File: config.mk
export PLATFORM = sky130hd
export DESIGN_NAME = n8by4_sequential_divider_flat
export DESIGN_NICKNAME = d
export VERILOG_FILES = /design/src/rtl/n8by4_sequential_divider_if.sv /design/src/rtl/n8by4_sequential_divider.sv /design/src/flat_wrapper.sv
export SDC_FILE = /design/constraint.sdc
export NUM_CORES = 1
export LEC_CHECK = 0
export CAP_MARGIN = 15
export CORE_MARGIN = 3
export CORE_UTILIZATION = 48
export DETAILED_ROUTE_END_ITERATION = 8
export GPL_TIMING_DRIVEN = 0
export HOLD_SLACK_MARGIN = 0.15
export PLACE_DENSITY = 0.76
export SLEW_MARGIN = 10
export SYNTH_ARGS = -nofsm -noshare
export SYNTH_HDL_FRONTEND = slang
export SYNTH_SLANG_ARGS = --single-unit
File: constraint.sdc
create_clock -name clock -period 2.1 [get_ports clock]
set_input_delay 0.42 -clock clock [delete_from_list [all_inputs] [get_ports clock]]
set_output_delay 0.42 -clock clock [all_outputs]
set_load 0.02 [all_outputs]
File: src/rtl/n8by4_sequential_divider_if.sv
// Handshake and operand/result bus for the 8-by-4 sequential divider.
// The master issues divisions; the slave (the divider) returns results.
interface n8by4_sequential_divider_if;
    logic       start;
    logic [7:0] p7_p0;
    logic [3:0] y3_y0;
    logic       ready;
    logic       valid;
    logic       err;
    logic [3:0] x3_x0;
    logic [3:0] c3_c0;

    modport master (
        output start, p7_p0, y3_y0,
        input  ready, valid, err, x3_x0, c3_c0
    );

    modport slave (
        input  start, p7_p0, y3_y0,
        output ready, valid, err, x3_x0, c3_c0
    );
endinterface

File: src/rtl/n8by4_sequential_divider.sv
// Restoring divider: 8-bit dividend by 4-bit divisor, one quotient bit per
// clock. Finds x, c with p = x*y + c and c < y. Operations whose quotient
// cannot fit in 4 bits (y == 0 or p[7:4] >= y) are flagged with err and skip
// the iteration entirely.
module n8by4_sequential_divider (
    input  logic                          clock,
    input  logic                          reset_,
    n8by4_sequential_divider_if.slave     bus
);

    typedef enum logic [1:0] {
        IDLE = 2'd0,
        RUN  = 2'd1,
        DONE = 2'd2
    } state_t;

    state_t     state;
    state_t     state_nxt;

    // Iteration state
    logic [4:0] rem;        // partial remainder, always < dvsr while running
    logic [3:0] low;        // dividend bits still to be shifted in
    logic [3:0] dvsr;       // divisor latched at accept
    logic [3:0] quo;        // quotient bits developed so far
    logic [1:0] cnt;        // index of the bit processed this step

    // Result registers, held until the next operation completes
    logic [3:0] x_q;
    logic [3:0] c_q;
    logic       err_q;

    // Step datapath
    logic       accept;
    logic       ovf;
    logic       last;
    logic [4:0] trial;
    logic       q_bit;
    logic [4:0] rem_step;

    // Accept decode, overflow screen and one restoring step
    always_comb begin
        accept   = (state == IDLE) && bus.start;
        ovf      = (bus.y3_y0 == 4'd0) || (bus.p7_p0[7:4] >= bus.y3_y0);
        last     = (cnt == 2'd0);
        // rem < dvsr <= 15, so shifting in one bit gives at most 29
        trial    = {rem[3:0], low[cnt]};
        q_bit    = (trial >= {1'b0, dvsr});
        rem_step = q_bit ? (trial - {1'b0, dvsr}) : trial;
    end

    // State register
    always_ff @(posedge clock) begin
        if (!reset_) begin
            state <= IDLE;
        end else begin
            state <= state_nxt;
        end
    end

    // Next-state logic
    always_comb begin
        state_nxt = state;
        case (state)
            IDLE: begin
                if (accept) begin
                    state_nxt = ovf ? DONE : RUN;
                end
            end
            RUN: begin
                if (last) begin
                    state_nxt = DONE;
                end
            end
            DONE: begin
                state_nxt = IDLE;
            end
            default: begin
                state_nxt = IDLE;
            end
        endcase
    end

    // Operand latch, iteration and result capture
    always_ff @(posedge clock) begin
        if (!reset_) begin
            rem   <= 5'd0;
            low   <= 4'd0;
            dvsr  <= 4'd0;
            quo   <= 4'd0;
            cnt   <= 2'd0;
            x_q   <= 4'd0;
            c_q   <= 4'd0;
            err_q <= 1'b0;
        end else begin
            case (state)
                IDLE: begin
                    if (accept) begin
                        dvsr <= bus.y3_y0;
                        low  <= bus.p7_p0[3:0];
                        rem  <= {1'b0, bus.p7_p0[7:4]};
                        quo  <= 4'd0;
                        if (ovf) begin
                            // Quotient would need more than 4 bits
                            err_q <= 1'b1;
                            x_q   <= 4'd0;
                            c_q   <= 4'd0;
                        end else begin
                            cnt <= 2'd3;
                        end
                    end
                end
                RUN: begin
                    rem      <= rem_step;
                    quo[cnt] <= q_bit;
                    cnt      <= cnt - 2'd1;
                    if (last) begin
                        // quo[0] is being written this edge; take it from q_bit
                        x_q   <= {quo[3:1], q_bit};
                        c_q   <= rem_step[3:0];
                        err_q <= 1'b0;
                    end
                end
                default: begin
                end
            endcase
        end
    end

    assign bus.ready = (state == IDLE);
    assign bus.valid = (state == DONE);
    assign bus.err   = err_q;
    assign bus.x3_x0 = x_q;
    assign bus.c3_c0 = c_q;

    // The restoring step relies on the partial remainder staying below the
    // divisor; the overflow screen at accept is what guarantees it.
    rem_below_divisor: assert property (
        @(posedge clock) disable iff (!reset_)
        (state == RUN) |-> (rem < {1'b0, dvsr})
    );

endmodule

File: src/flat_wrapper.sv
// flat-port wrapper written by rule: the top's interface ports become plain ports
module n8by4_sequential_divider_flat 
  (clock, reset_, bus_start, bus_p7_p0, bus_y3_y0, bus_ready, bus_valid, bus_err, bus_x3_x0, bus_c3_c0);
  n8by4_sequential_divider_if bus_i ();
  input  logic clock;
  input  logic reset_;
  input wire logic [$bits(bus_i.start)-1:0] bus_start;
  input wire logic [$bits(bus_i.p7_p0)-1:0] bus_p7_p0;
  input wire logic [$bits(bus_i.y3_y0)-1:0] bus_y3_y0;
  output wire logic [$bits(bus_i.ready)-1:0] bus_ready;
  output wire logic [$bits(bus_i.valid)-1:0] bus_valid;
  output wire logic [$bits(bus_i.err)-1:0] bus_err;
  output wire logic [$bits(bus_i.x3_x0)-1:0] bus_x3_x0;
  output wire logic [$bits(bus_i.c3_c0)-1:0] bus_c3_c0;
  assign bus_i.start = bus_start;
  assign bus_i.p7_p0 = bus_p7_p0;
  assign bus_i.y3_y0 = bus_y3_y0;
  assign bus_ready = bus_i.ready;
  assign bus_valid = bus_i.valid;
  assign bus_err = bus_i.err;
  assign bus_x3_x0 = bus_i.x3_x0;
  assign bus_c3_c0 = bus_i.c3_c0;
  n8by4_sequential_divider u_core (.clock(clock), .reset_(reset_), .bus(bus_i));
endmodule
==> run summary <==
The flow ran to the end, but the final reports show violations. The final reports fail on setup timing. For this design the top-level I/O count stands at 26. The worst slack at placement was -0.285 ns; the count of antenna diodes in the layout was 0. Sort of element at the start of the critical path: a flip-flop.

Compared with the post-synthesis result, the final layout area differs by 31.3%. TritonCTS created 3 clock buffers. Setup repair after global routing could not meet its margin everywhere. For the maximum clock frequency, the log shows 441 MHz. For this run, design rule violations remaining after detail routing come to 0.

In the synthesized netlist the async set-or-reset flop fraction comes to 0%. Clock tree synthesis selected as its root buffer the cell clkbuf_4. Entering global routing, the biggest net connects 17 pins. The top flip-flop cell by instance count after synthesis is dfxtp_1. The logs give 0 for the initial antenna violation count and -0.170 ns for the setup slack after layout. The count of final max-slew check failures was 0; the area enclosed by the die boundary was 0.00411 mm². Critical path's most frequent cell: inv_2. Counting every sink on the clock net gives 28. The number of endpoints with negative hold slack in the final report is 0. Along the worst path, the maximum fanout reaches 2.

The total area inside the core boundary comes to 0.00313 mm². At the worst endpoint, the arrival time is 2.54 ns. The final route contains 1471 vias.

The number of placed instances, taps included, is 257. The average footprint of a synthesized cell was 8.57 µm²; the count of antenna-violating nets left after detailed routing was 0. Initial standard-cell utilization of the core: 51.8%. The tools report the clock tree skew after final layout as 0.00984 ns. For the total setup violations reported at the end of the flow, the log shows 12. The worst setup path is of the reg -> reg kind. The tools report the count of routing violations after the opening detailed-route iteration as 41. In this design, the stage delay of the slowest critical-path cell is 0.54 ns. Max-cap violations in this run came to 0. The floorplan has 20 rows.

The clock-pin transition on the worst setup and hold timing paths is 0.16 ns. The tightest hold path in the finished design has a slack of 0.469 ns. Power spread over the standard cell area amounts to 745 mW/mm². At the later pin of the worst-skew pair, clock insertion delay measures 0.33 ns. At the end of routability-driven placement, the weighted congestion stood at 0.840.

For this run, the post-layout net count is 255. Synthesis inferred 28 register bits. The worst ir drop on vdd is 0.373 mV, and the total nets after synthesis is 217. The worst-case headroom to the max-slew limit was 51.8%. The tools report the combined area of all synthesized cells as 0.00162 mm². The library cells used most frequently in the layout, excluding fill and tap cells, are nand2_1, dfxtp_1, clkdlybuf4s50_1, a21oi_1, inv_1.

The run gives 44 as the count of cell types in the netlist. The layout cell share with drive strength beyond 1 works out to 21.2%. The die is 64.1 µm wide. The H-tree depth was 1. The tools report the number of buffers on the longest clock path as 2. The number of enable flip-flop cells after synthesis works out to 0.

During placement, the flow inserted port buffers numbering 24. The critical path goes through mux4_2 > inv_2 > ha_4 > inv_2 > fa_2 > or3b_4 > a31oi_1. After detailed routing, the total wire length is 4.14 mm.

Worst hold path class: reg -> reg. For this design, the slowest cell found on the critical path is fa_2. The number of iterations in the first detailed-routing pass is 4, and the via count of the first global-routing pass is 1476. TritonCTS built the clock tree. From bottom edge to top edge, the die measures 64.1 µm. Leaving out filler cells and counting taps, the final layout contains 270. After detailed routing, the average wire length per cell comes to 15.3 µm. In the global route stage, overall resource usage came out at 20.9%. Fraction of the cycle the final worst path needs: 108%. For the HPWL after detailed placement, the log shows 2.93 mm. The time the worst path needs with I/O delays and setup is 2.27 ns, and the required time reported for the critical path endpoint is 2.37 ns. The kind of end point of the critical path was a flip-flop.

The first global-routing pass estimated 6.78 mm of wire. Hold repair after CTS inserted 0 buffers. The number of instances in the synthesized netlist is 189.

The analysis attributes to cell leakage a power of 0.861 nW. For this run, the number of Yosys warnings is 0. After detailed routing, the number of vias per cell comes to 5.45. For the pin with the worst max-slew slack, the measured transition is 0.723 ns. For this run, the share of the core covered by cells in the final layout is 68.0%. Global routing finished with a remaining overflow of 0. The commonest non-fill, non-tap cell in the layout was nand2_1. The logs give -0.987 ns for the total negative setup slack and 34.6% for the register area share after synthesis.
-- report_power, final --
| part | total [W] | internal, W | switching, W |
|---|---|---|---|
| Sequential | 0.000613 | 0.000572 | 0.0000412 |
| Clock | 0.000361 | 0.000193 | 0.000168 |
| Combinational | 0.000610 | 0.000308 | 0.000302 |
-- layout make-up --
cell class	instances	area, µm²
Buffer	9	58.8
Clock buffer	3	22.5
Clock inverter	1	30.0
Fill cell	261	1000
Inverter	15	56.3
Multi-Input combinational cell	137	1010
Sequential cell	28	567
Tap cell	44	55.1
Timing Repair Buffer	33	328
-- through the flow --
stage / total power, W / cell area (µm²)
finish: 0.00158 / 2130
global route: 0.00167 / 2130
global placement: 0.00106 / 1940
detailed placement: 0.00108 / 1940
floorplan: 0.000946 / 1650
CTS: 0.00151 / 2060
-- worst max-delay path, delay by kind of cell (launching register included) --
family	cells	cell delay (ns)
AND/OR/NAND/NOR	1	0.37
AO/OA/AOI/OAI	1	0.14
buffers and inverters	2	0.12
flip-flops	1	0.39
adder cells (fa/ha/maj)	2	0.67
multiplexers	1	0.52
-- per-layer routing --
layer | vias up | part of all wire [%] | track usage [%]
met3 | 12 | 5.2 | 3.87
met4 | 0 | 2.2 | 5.93
met2 | 54 | 49 | 37.0
li1 | 728 | - | -
met1 | 677 | 43 | 25.5
met5 | - | 0 | 0
-- sequential cells by signal, summed over array words and instances, names as in the netlist --
name              flops
u_core.state          2
u_core.bus.err        1
u_core.rem            4
u_core.dvsr           4
u_core.quo            3
u_core.low            4
u_core.bus.c3_c0      4
u_core.bus.x3_x0      4
u_core.cnt            2
-- cell usage after synthesis (2+ instances only) --
master / n / area (µm²)
mux2i_1: 2 / 20.0
nand3_1: 3 / 15.0
nor2_1: 9 / 33.8
o21a_1: 2 / 15.0
nand3_2: 3 / 30.0
ha_1: 12 / 150
a21oi_1: 21 / 105
nand2b_1: 6 / 37.5
nor2b_1: 7 / 43.8
nand4_1: 2 / 12.5
inv_1: 14 / 52.6
a211oi_1: 4 / 30.0
clkbuf_1: 6 / 22.5
dfxtp_1: 28 / 561
o22ai_2: 2 / 25.0
a21oi_2: 4 / 35.0
and2_1: 3 / 18.8
o21ai_0: 6 / 30.0
o221ai_1: 2 / 17.5
nand2_1: 29 / 109
-- logic make-up (layout without fill, tap and decap cells) --
family / count (synthesis) / count (layout) / share of synthesized area, %
AO/OA/AOI/OAI: 50 / 50 / 21.2
buffers and inverters: 24 / 61 / 6.88
adder cells (fa/ha/maj): 13 / 13 / 10.5
XOR/XNOR: 1 / 1 / 0.541
flip-flops: 28 / 28 / 34.6
AND/OR/NAND/NOR: 69 / 69 / 23.0
multiplexers: 4 / 4 / 3.32
-- timing repair --
action | 4_1_cts | 5_1_grt
pin swaps | 3 | 4
endpoints found under the setup margin | 14 | 17
setup buffers | 7 | 3
gates resized for setup | 4 | 18
-- path summary, 6_finish.rpt --
check                                           to                       start  cells past startpoint  slack [ns]
setup reg to reg  u_core.bus.c3_c0[1]$_SDFFE_PN0P_  u_core.cnt[1]$_SDFFE_PN0P_                      7       -0.17
hold reg to reg         u_core.low[3]$_SDFFE_PN0P_  u_core.low[3]$_SDFFE_PN0P_                      2        0.47
setup / recovery  u_core.bus.c3_c0[1]$_SDFFE_PN0P_  u_core.cnt[1]$_SDFFE_PN0P_                      7       -0.17
hold / removal          u_core.low[3]$_SDFFE_PN0P_  u_core.low[3]$_SDFFE_PN0P_                      2        0.47
(Power assumes the default switching activity.)
